File: src/rtl/ber_align.sv
// BER checker that sweeps a reference delay line to find the RX latency,
// locks onto it, then accumulates bit/error counts and re-searches on loss of lock.
module ber_align #(
  parameter int unsigned MAX_DLY    = 511,
  parameter int unsigned DLY_W      = 9,
  parameter int unsigned SEARCH_LEN = 512,
  parameter int unsigned LOCK_ERR   = 0,
  parameter int unsigned LOL_THR    = 128,
  parameter int unsigned CNT_W      = 32
) (
  input  logic             clk,
  input  logic             rst,
  input  logic             enable,
  input  logic             sx,
  input  logic             dx,
  input  logic             i_restart,
  output logic             o_locked,
  output logic [DLY_W-1:0] o_delay,
  output logic [CNT_W-1:0] o_err_cnt,
  output logic [CNT_W-1:0] o_bit_cnt,
  output logic             error_flag
);

  localparam int unsigned TW = $clog2(SEARCH_LEN + 1);
  localparam logic [TW-1:0]    SLEN_T     = TW'(SEARCH_LEN);
  localparam logic [TW-1:0]    LOCK_ERR_T = TW'(LOCK_ERR);
  localparam logic [TW-1:0]    LOL_THR_T  = TW'(LOL_THR);
  localparam logic [DLY_W-1:0] MAX_DLY_T  = DLY_W'(MAX_DLY);
  localparam logic [DLY_W-1:0] WARM_LAST  = DLY_W'(MAX_DLY - 1);

  typedef enum logic [1:0] {WARMUP, SEARCH, MEASURE} state_t;

  state_t             state_q, state_d;
  logic [MAX_DLY-1:0] line_q, line_d;
  logic [DLY_W-1:0]   warm_q, warm_d;
  logic [DLY_W-1:0]   delay_q, delay_d;
  logic [TW-1:0]      trial_bits_q, trial_bits_d;
  logic [TW-1:0]      trial_err_q, trial_err_d;
  logic               locked_q, locked_d;
  logic [CNT_W-1:0]   err_cnt_q, err_cnt_d;
  logic [CNT_W-1:0]   bit_cnt_q, bit_cnt_d;
  logic               flag_q, flag_d;

  logic [MAX_DLY:0]   full_line;
  logic               m;
  logic [TW-1:0]      bits_inc, err_inc;
  logic [DLY_W-1:0]   next_cand;

  always_comb begin
    full_line = {line_q, sx};
    m         = dx ^ full_line[delay_q];
    bits_inc  = trial_bits_q + 1'b1;
    err_inc   = trial_err_q + TW'(m);
    next_cand = (delay_q == MAX_DLY_T) ? '0 : delay_q + 1'b1;

    state_d      = state_q;
    line_d       = line_q;
    warm_d       = warm_q;
    delay_d      = delay_q;
    trial_bits_d = trial_bits_q;
    trial_err_d  = trial_err_q;
    locked_d     = locked_q;
    err_cnt_d    = err_cnt_q;
    bit_cnt_d    = bit_cnt_q;

    if (enable) line_d = {line_q[MAX_DLY-2:0], sx};

    // Restart wins over the strobe, but the delay line above still shifts.
    if (i_restart && state_q != WARMUP) begin
      state_d      = SEARCH;
      delay_d      = '0;
      trial_bits_d = '0;
      trial_err_d  = '0;
      locked_d     = 1'b0;
      err_cnt_d    = '0;
      bit_cnt_d    = '0;
    end else if (enable) begin
      case (state_q)
        WARMUP: begin
          warm_d = warm_q + 1'b1;
          if (warm_q == WARM_LAST) begin
            state_d      = SEARCH;
            warm_d       = '0;
            delay_d      = '0;
            trial_bits_d = '0;
            trial_err_d  = '0;
          end
        end
        SEARCH: begin
          trial_bits_d = bits_inc;
          trial_err_d  = err_inc;
          if (bits_inc == SLEN_T) begin
            trial_bits_d = '0;
            trial_err_d  = '0;
            if (err_inc <= LOCK_ERR_T) begin
              state_d   = MEASURE;
              locked_d  = 1'b1;
              err_cnt_d = '0;
              bit_cnt_d = '0;
            end else begin
              delay_d = next_cand;
            end
          end
        end
        MEASURE: begin
          if (bit_cnt_q != '1) begin
            bit_cnt_d = bit_cnt_q + 1'b1;
            if (m && err_cnt_q != '1) err_cnt_d = err_cnt_q + 1'b1;
          end
          // Trial counters double as the loss-of-lock window here.
          trial_bits_d = bits_inc;
          trial_err_d  = err_inc;
          if (err_inc > LOL_THR_T) begin
            state_d      = SEARCH;
            delay_d      = next_cand;
            locked_d     = 1'b0;
            trial_bits_d = '0;
            trial_err_d  = '0;
          end else if (bits_inc == SLEN_T) begin
            trial_bits_d = '0;
            trial_err_d  = '0;
          end
        end
        default: state_d = WARMUP;
      endcase
    end

    flag_d = !locked_d || (err_cnt_d != '0);
  end

  always_ff @(posedge clk or negedge rst) begin
    if (!rst) begin
      state_q      <= WARMUP;
      line_q       <= '0;
      warm_q       <= '0;
      delay_q      <= '0;
      trial_bits_q <= '0;
      trial_err_q  <= '0;
      locked_q     <= 1'b0;
      err_cnt_q    <= '0;
      bit_cnt_q    <= '0;
      flag_q       <= 1'b1;
    end else begin
      state_q      <= state_d;
      line_q       <= line_d;
      warm_q       <= warm_d;
      delay_q      <= delay_d;
      trial_bits_q <= trial_bits_d;
      trial_err_q  <= trial_err_d;
      locked_q     <= locked_d;
      err_cnt_q    <= err_cnt_d;
      bit_cnt_q    <= bit_cnt_d;
      flag_q       <= flag_d;
    end
  end

  assign o_locked   = locked_q;
  assign o_delay    = delay_q;
  assign o_err_cnt  = err_cnt_q;
  assign o_bit_cnt  = bit_cnt_q;
  assign error_flag = flag_q;

endmodule

File: config.mk
export PLATFORM = sky130hd
export DESIGN_NAME = ber_align
export DESIGN_NICKNAME = d
export VERILOG_FILES = /design/src/rtl/ber_align.sv
export SDC_FILE = /design/constraint.sdc
export NUM_CORES = 1
export LEC_CHECK = 0
export BUFFER_PORTS_ARGS = -buffer_cell sky130_fd_sc_hd__buf_2
export CORE_AREA = 4 4 254 206
export DETAILED_ROUTE_END_ITERATION = 10
export DIE_AREA = 0 0 258 210
export GPL_TIMING_DRIVEN = 0
export PLACE_DENSITY = 0.82
export SLEW_MARGIN = 20
export SYNTH_ARGS = -nofsm -noshare
export SYNTH_HDL_FRONTEND = slang
export SYNTH_SLANG_ARGS = --single-unit
File: constraint.sdc
create_clock -name clk -period 7.49 [get_ports clk]
set_clock_uncertainty 0.2 [all_clocks]
set_input_delay 0.749 -clock clk [delete_from_list [all_inputs] [get_ports clk]]
set_output_delay 0.749 -clock clk [all_outputs]
set_load 0.02 [all_outputs]
# After elaboration in Yosys (flattened, before gate mapping)

Index checks and enable logic that the tools add are counted.

$add $sub $neg: 6
Multipliers: 0
Div/mod/pow operators: 0
$lt $le $gt $ge: 3
Equal/unequal tests: 13
Shift-type cells: 0
Mux-type cells: 48
Bitwise operators: 2
Reductions and logical operators: 15

Operators with widths:

| kind                                                  | number |
|---|---|
| two-way mux 32 bit                                    | 11 |
| one-hot mux 32 bit (2 select lines)                   | 2 |
| two-way mux 10 bit                                    | 9 |
| two-way mux 9 bit                                     | 8 |
| adder 32 x 1 -> 32 bit (second input constant)        | 2 |
| inequality test 32 bit (second input constant)        | 2 |
| one-hot mux 10 bit (3 select lines)                   | 2 |
| nonzero test 32 bit                                   | 1 |
| one-hot mux 9 bit (3 select lines)                    | 1 |
| adder 9 x 1 -> 9 bit (second input constant)          | 2 |
| equality test 9 bit (second input constant)           | 2 |
| inequality test 3 bit (second input constant)         | 6 |
| two-way mux 2 bit                                     | 6 |
| adder 10 x 1 -> 10 bit                                | 1 |
| adder 10 x 1 -> 10 bit (second input constant)        | 1 |
| equality test 10 bit (second input constant)          | 1 |
| > comparator 10 x 8 -> 1 bit (second input constant)  | 1 |
| <= comparator 10 x 1 -> 1 bit (second input constant) | 1 |
| < comparator 9 x 10 -> 1 bit (second input constant)  | 1 |
| AND reduction 5 bit                                   | 2 |
| binary-select mux 1 bit (select 9 bit)                | 1 |
| two-way mux 1 bit                                     | 6 |
| one-hot mux 2 bit (3 select lines)                    | 1 |
| AND reduction 3 bit                                   | 2 |
| 13 further kinds                                      | 15 |

Flip-flop bits (word level): 617
Latch bits: 0
Memory bits (writable): 0
ROM bits: 0
Bits of input ports: 6
Output and inout bits: 75
Word-level logic and storage cells: 97
Memories: 0

# Longest topological paths before layout

Gate-level depths: netlist of the first run.

Word-level depth: 12
Gate-level depth with buffers: 30
Mapped depth without buffers: 24

# Worst setup path before layout of the first run

OpenSTA, ideal clock, no wires.

Kind: register to register
From: register delay_q[0], in the netlist o_delay[0]
To: register flag_q, in the netlist error_flag
Library setup time: 95 ps
Data arrival time: 5,879 ps
Data required time: 7,195 ps
Slack: 1,316 ps
Cell stages (with the launch flop): 25
Buffers on the path: 2
Period minus slack after synthesis: 6,174 ps
Path through: dfrtp_1 buf_6 buf_6 mux4_2 mux4_2 a211oi_1 o22ai_2 nor4_2 nor2_1 inv_1 ha_1 ha_1 and4_1 and4_1 nand3_1 o31a_1 o31ai_1 a21oi_1 nor2_1 nand3_2 o211a_1 nor4_1 nand4bb_1 nor4_1 nand4_1

Word-level cells in the longest chain between the ends: 12
Elaborated cells on any way between the ends: 23
Those cells by class: 1 x add/sub; 2 x order compare; 15 x mux; 1 x bitwise; 4 x reduce/logical

RTL lines:

| element                                                                                          | line | RTL |
|---|---|---|
| start, declared                                                                                  | 36   | `logic [DLY_W-1:0] delay_q, delay_d;` |
| start signal, assigned                                                                           | 147  | `delay_q <= delay_d;` |
| binary-select mux 1 bit (select 9 bit) *                                                         | 51   | `m = dx ^ full_line[delay_q];` |
| two-way mux 1 bit (not written as such) *                                                        | 51   |  |
| XOR 1 bit *                                                                                      | 51   |  |
| adder 10 x 1 -> 10 bit                                                                           | 53   | `err_inc = trial_err_q + TW'(m);` |
| <= comparator 10 x 1 -> 1 bit                                                                    | 95   | `if (err_inc <= LOCK_ERR_T) begin` |
| two-way mux 32 bit / two-way mux 1 bit (equally long branches)                                   | 95   |  |
| two-way mux 32 bit / two-way mux 1 bit (equally long branches)                                   | 92   | `if (bits_inc == SLEN_T) begin` |
| one-hot mux 32 bit (2 select lines) / one-hot mux 1 bit (2 select lines) (equally long branches) | 78   | `case (state_q)` |
| two-way mux 32 bit / two-way mux 1 bit (equally long branches)                                   | 77   | `end else if (enable) begin` |
| two-way mux 32 bit / two-way mux 1 bit (equally long branches)                                   | 69   | `if (i_restart && state_q != WARMUP) begin` |
| nonzero test 32 bit / logical NOT 1 bit (equally long branches)                                  | 128  | `flag_d = !locked_d \|\| (err_cnt_d != '0);` |
| logical OR 1 bit *                                                                               | 128  |  |
| via flag_d                                                                                       | 42   | `logic flag_q, flag_d;` |
| end signal, assigned                                                                             | 153  | `flag_q <= flag_d;` |
| end, declared                                                                                    | 42   |  |

Mark *: on every way through the listed nets, which the timed path passes. The rest lies on a longest branch. The select of a mux whose other input is x is not followed.
A chain may end at the register's enable or synchronous reset.

# Worst setup path in the final report of the first run

From: register delay_q[2], in the netlist o_delay[2]
To: register flag_q, in the netlist error_flag

Word-level cells in the longest chain between the ends: 12
Elaborated cells on any way between the ends: 23
Those cells by class: 1 x add/sub; 2 x order compare; 15 x mux; 1 x bitwise; 4 x reduce/logical

RTL lines:

| element                                   | line | RTL |
|---|---|---|
| binary-select mux 1 bit (select 9 bit) *  | 51   |  |
| two-way mux 1 bit (not written as such) * | 51   |  |
| XOR 1 bit *                               | 51   |  |
| adder 10 x 1 -> 10 bit                    | 53   |  |
| <= comparator 10 x 1 -> 1 bit             | 95   |  |
| two-way mux 32 bit                        | 95   |  |
| two-way mux 32 bit                        | 92   |  |
| one-hot mux 32 bit (2 select lines) *     | 78   |  |
| two-way mux 32 bit *                      | 77   |  |
| two-way mux 32 bit *                      | 69   |  |
| via err_cnt_d[11]                         | 40   | `logic [CNT_W-1:0] err_cnt_q, err_cnt_d;` |
| nonzero test 32 bit *                     | 128  |  |
| logical OR 1 bit *                        | 128  |  |
| via flag_d                                | 42   |  |

Marked as above.

==> results of run 1 <==
logic make-up (layout without fill, tap and decap cells):
kind of cell,after synthesis,in the layout,share of synthesized area
compound gates,302,302,0.0713
mux,722,722,0.297
flops,617,617,0.522
fa+ha+maj,13,13,0.00550
other cells,0,1,0
buf+inv,160,357,0.0278
simple gates,381,381,0.0669
xor+xnor,30,30,0.00889
metal layers:
layer | track usage | up-vias | routed length [um]
met4 | 0.0886 | 0 | 2060
met3 | 0.0569 | 162 | 5250
li1 | - | 8634 | -
met5 | 0 | - | 0
met2 | 0.399 | 692 | 33000
met1 | 0.396 | 10300 | 32100
repair_timing:
action,CTS,global route
setup endpoints to repair,44,12
pin swaps,0,9
hold endpoints to repair,39,0
hold buffers,1,0
setup buffers,0,5
gates resized for setup,37,44
cells in the mapped netlist (14+ instances only):
cell type | instances | area [um2]
a22oi_1 | 72 | 541
mux2_2 | 513 | 5780
o21ai_0 | 59 | 295
nor3_1 | 22 | 110
nand2_1 | 87 | 327
nor2_1 | 80 | 300
nor2b_1 | 14 | 87.6
dfrtp_1 | 616 | 15400
xor2_1 | 24 | 210
mux2i_1 | 135 | 1350
inv_1 | 22 | 82.6
a21oi_1 | 49 | 245
nand4_1 | 26 | 163
nand3_1 | 51 | 255
and3_1 | 23 | 144
clkbuf_1 | 104 | 390
mux4_2 | 74 | 1670
o31ai_1 | 27 | 203
through the flow:
| stage | utilization | setup slack (ps) | cells | power, W |
|---|---|---|---|---|
| global route | 0.672 | -5.56 | 3097 | 0.00884 |
| finish | 0.672 | 193 | 3098 | 0.00853 |
| global placement | 0.621 | -6700 | 2980 | 0.00535 |
| CTS | 0.668 | 13.4 | 3092 | 0.00847 |
| floorplan | - | 1320 | 2225 | 0.00480 |
| detailed placement | 0.625 | -1240 | 2986 | 0.00540 |
registers in the layout (all words and copies together) (netlist names):
name	cells
o_err_cnt	32
o_delay	9
o_locked	1
error_flag	1
o_bit_cnt	32
trial_bits_q	10
trial_err_q	10
line_q	511
warm_q	9
state_q	2
path summary, 6_finish.rpt:
path,end,cells after the start
hold / removal,state_q[0],2
min in group asynchronous,line_q[76],2
setup / recovery,error_flag,28
hold reg to reg,line_q[510],1
max in group asynchronous,line_q[168],6
setup reg to reg,error_flag,28
cell type report:
| type | count | area [um2] | area share |
|---|---|---|---|
| Clock buffer | 83 | 1680 | 0.0504 |
| Buffer | 137 | 807 | 0.0242 |
| Sequential cell | 617 | 15400 | 0.463 |
| Clock inverter | 23 | 269 | 0.00807 |
| Timing Repair Buffer | 92 | 623 | 0.0187 |
| Antenna cell | 1 | 2.50 | 0.0000751 |
| Inverter | 22 | 82.6 | 0.00248 |
| Tap cell | 675 | 845 | 0.0253 |
| Multi-Input combinational cell | 1448 | 13600 | 0.407 |
power groups by stage:
stage | combinational [W] | clock [W] | sequential (W)
after floorplan | 0.00125 | 0 | 0.00356
after global placement | 0.00178 | 0 | 0.00357
after detailed placement | 0.00183 | 0 | 0.00357
after CTS | 0.00188 | 0.00307 | 0.00352
after global routing | 0.00209 | 0.00321 | 0.00353
final | 0.00197 | 0.00304 | 0.00352
==> key figures, run 1 <==
Power and ir drop
  – Net Sw Power: about 0.0026 W
  – Combinational power share: 0.232
  – Switching Share: 0.307
  – Internal: about 0.006 W
  – Power per cell area: ~260 nW/um2
  – Leakage: around 16 nW
  – Clock power share: 0.356
  – Max VDD drop: roughly 0.21 mV
  – Seq pwr share: 0.413

Setup path
  – Max incr delay on CP: between 500 and 600 ps
  – Flop-to-flop setup slack: just under 200 ps
  – Crit. Startpoint: o_delay[2]
  – Worst R2R Start: o_delay[2]
  – CP Max Fanout: 10
  – Arr. time, crit path: approximately 7600 ps
  – CP max stage cell: o41ai_2
  – Required time worst endpoint: just under 8000 ps
  – Crit. End Element: flop
  – Critical path's top delay family: simple AND/OR/NAND/NOR gates
  – CP startpoint kind: flop
  – Setup CP Type: reg -> reg
  – Critical path buffers and inverters: 5

Die
  – # IOs: between 80 and 90
  – Core Box Area: approximately 50000 um2
  – Starting Density: 0.596
  – Die X-Extent: 258 um
  – Rows: 73
  – Die footprint: ~54000 um2
  – Die H: between 200 and 250 um

Routing
  – Initial DRT Pass Iterations: 6
  – Vias/cell: between 6 and 7
  – Wirelength per Cell: roughly 23 um
  – First DRT Iteration DRCs: approximately 2100
  – Detailed-route DRC error count: 0
  – Routed WL: about 72000 um
  – Vias: about 20000
  – Antenna Nets Post-Route: 0

STA
  – Total Neg Setup Slack: 0 ps
  – Max Slew Vio Count: 0
  – Worst-margin pin slew: 1100 ps
  – Tcrit/Tclk final: 0.974
  – FMAX: 0.137 GHz
  – Slew headroom: 0.264
  – Endpoints failing setup: 0
  – Final hold slack: 216 ps
  – Min Tclk post-route: 7300 ps
  – Final Hold Fails: 0

Yosys
  – Yosys warns: 0
  – Synthesized netlist cell count: 2225
  – Mapped Area: approximately 30000 um2
  – EDFF count, synth: 0
  – Avg Cell Area, Syn: approximately 13 um2
  – Seq/Total Area, Yosys: 0.522
  – Post-synth top flop: dfrtp_1
  – Fraction of registers with async set/reset: 1.00
  – Synth cell types: ~80
  – Synthesized flop and latch total: ~600
  – Syn Nets: between 2000 and 2500

Cells and area
  – Layout area overhead: 12.7%
  – Layout cell share with drive strength beyond 1: 0.358
  – Finished Cell Area: about 33000 um2
  – Commonest non-fill, non-tap cell in the layout: dfrtp_1
  – Most frequent cells in the layout: dfrtp_1 (615), mux2_2 (513), mux2i_1 (135), clkbuf_1 (101)
  – # fillers: ~3400
  – Nets@finish: approximately 2400

Clock network
  – CTS HTree Levels: 2
  – Clock sink count: roughly 620
  – Root buffer cell: clkbuf_16
  – Clock tree buffer depth: 3
  – Worst-path clk slew: around 60 ps
  – Worst-Skew Late Latency: 630 ps
  – CTS tree: done
  – CTS Buf Count: ~60

Placement
  – Placer Congestion: 0.900
  – Hpwl dp: roughly 49000 um
  – Number of port buffers: 80
  – Post-DP Area: between 30000 and 40000 um2

Min path
  – Hold Startpoint: i_restart
  – Hold WC Path Type: in -> reg

GRT
  – Total global-route track usage: 0.267
  – Congestion Overflow GR: 0
  – Largest net degree at the start of global routing: between 100 and 150
  – Antenna violations before repair: 0
  – Vias in the first global route: roughly 20000
  – First-pass GRT wire length: 115000 um

Job
  – Max-cap viol count: 0

Outcome
  – Status: completed
Power figures use the tool's default switching activity.
==> run 2, diff against run 1 <==
- CORE_AREA: 4 4 254 206 -> 2 2 252 204
- DIE_AREA: 0 0 258 210 -> 0 0 254 206
==> key figures, run 2 (synthesis results as in run 1) <==
Cells and area
  – # fillers: between 3000 and 4000
  – Largest Register: line_q
  – Commonest non-fill, non-tap cell in the layout: dfrtp_1
  – Non-Filler Instances: roughly 3100
  – Layout area overhead: 13.2%
  – Largest register FFs: 511
  – Most frequent cells in the layout: dfrtp_1 (615), mux2_2 (513), mux2i_1 (134), clkbuf_1 (90), buf_2 (88)
  – Nets@finish: around 2400
  – Layout cell share with drive strength beyond 1: 0.366

Clock network
  – CTS Buf Count: 58
  – Clock sink count: 617
  – Worst-path clk slew: 70 ps
  – Clock tree buffer depth: 3
  – CTS HTree Levels: 2
  – Root buffer cell: clkbuf_16
  – Worst-Skew Late Latency: around 620 ps
  – CTS tree: done

STA
  – Max Slew Vio Count: 0
  – Total Neg Setup Slack: 0 ps
  – Min Tclk post-route: 7280 ps
  – Endpoints failing setup: 0
  – FMAX: ~0.14 GHz
  – Final Hold Fails: 0
  – Slew headroom: 0.188
  – Worst-margin pin slew: ~1200 ps
  – Tcrit/Tclk final: 0.972

Setup path
  – Cell mode on critical path: buf_12
  – CP max stage cell: o41ai_4
  – Required time worst endpoint: between 7000 and 8000 ps
  – Setup CP Type: reg -> reg
  – CP Max Fanout: 10
  – Arr. time, crit path: roughly 7600 ps
  – CP startpoint kind: flop
  – Crit. End Element: flop
  – Max incr delay on CP: 630 ps
  – Path depth of the worst reg2reg path: 29

GRT
  – Total global-route track usage: 0.285
  – Vias in the first global route: around 20000
  – Antenna violations before repair: 1
  – Congestion Overflow GR: 0
  – Largest net degree at the start of global routing: ~110
  – First-pass GRT wire length: around 120000 um

Min path
  – Hold depth: 2
  – Hold WC Path Type: in -> reg

Placement
  – Number of port buffers: 80
  – Placer Congestion: between 0.9 and 1
  – Hpwl dp: about 50000 um
  – Cells after DPL: ~3000

Die
  – # IOs: just over 80
  – Die X-Extent: around 250 um
  – Starting Density: 0.589
  – Core Box Area: 50200 um2
  – Rows: 74
  – Die footprint: between 50000 and 60000 um2
  – Die H: approximately 210 um

Power and ir drop
  – Max VDD drop: 0.187 mV
  – Leakage: 15.7 nW
  – Power per cell area: about 260 nW/um2

Outcome
  – Status: completed

Job
  – Max-cap viol count: 0

Routing
  – Vias: about 20000
  – Wirelength per Cell: 23.6 um
  – Antenna Nets Post-Route: 0
  – Routed WL: approximately 73000 um
  – Vias/cell: around 6.4
  – Detailed-route DRC error count: 0
  – Initial DRT Pass Iterations: 6
  – First DRT Iteration DRCs: 1777
## run 2: cell count changes in the layout (fill, tap and decap cells not counted), moves of 2 or more
| cell | before | now |
|---|---|---|
| a21oi_1 | 48 | 46 |
| buf_2 | 86 | 88 |
| bufinv_16 | 5 | 7 |
| clkbuf_1 | 101 | 90 |
| clkbuf_2 | 14 | 12 |
| clkbuf_8 | 9 | 13 |
| clkdlybuf4s15_2 | 0 | 2 |
| clkinv_2 | 12 | 19 |
| clkinv_4 | 0 | 3 |
| nor3_1 | 20 | 18 |
| nor3_2 | 1 | 3 |
## run 2: worst paths after layout
check                               to        from  slack, ps
hold / removal               line_q[0]          sx        200
setup reg to reg            error_flag  o_delay[0]        210
hold reg to reg              warm_q[4]   warm_q[4]        320
setup / recovery            error_flag  o_delay[0]        210
min in group asynchronous  line_q[104]         rst        520
max in group asynchronous  line_q[201]         rst       5110
## run 2: layer usage
metal	vias up	wire (um)	track usage
li1	8656	-	-
met1	10300	32100	0.410
met2	748	33300	0.427
met3	171	5540	0.0647
met4	0	2330	0.101
met5	-	0	0
## run 2: through the flow
stage / hold slack [ps] / power (W) / util / instance area, um2 / setup WS [ps]
after floorplan: 253 / 0.00480 / - / 29600 / 1320
after global placement: 292 / 0.00535 / 0.614 / 30800 / -6640
after detailed placement: 302 / 0.00541 / 0.618 / 31000 / -1260
after CTS: 179 / 0.00858 / 0.663 / 33300 / 8.37
after global routing: 193 / 0.00894 / 0.667 / 33500 / -62.5
final: 197 / 0.00863 / 0.667 / 33500 / 211
## run 2: cell type report
class | instances | area (um2) | area share
sequential | 617 | 15400 | 0.461
tap | 684 | 856 | 0.0256
clock inverter | 33 | 379 | 0.0113
antenna | 1 | 2.50 | 0.0000747
clock buffer | 75 | 1670 | 0.0498
multi-input combinational | 1448 | 13600 | 0.407
buffer | 138 | 803 | 0.0240
timing repair buffer | 91 | 616 | 0.0184
inverter | 22 | 82.6 | 0.00247
## run 2: worst max-delay path: cells and delay by family, from the launching register on
| kind | cells | cell delay [ps] |
|---|---|---|
| fa+ha+maj | 2 | 420 |
| compound gates | 9 | 2680 |
| simple gates | 10 | 2050 |
| mux | 1 | 110 |
| buf+inv | 7 | 1230 |
| flops | 1 | 440 |
## run 2: where the power goes
part / internal [W] / switching, W / leakage, nW
clock network: 0.00181 / 0.00133 / 1.02
logic: 0.000743 / 0.00124 / 6.13
registers: 0.00343 / 0.0000872 / 8.56
total: 0.00598 / 0.00265 / 15.7
## run 2: repair_timing
item | 4_1_cts | 5_1_grt
endpoints found under the hold margin | 92 | 0
setup endpoints to repair | 58 | 16
pin swaps | 4 | 9
hold buffers | 1 | 0
gates resized for setup | 48 | 43
setup buffers | 2 | 2
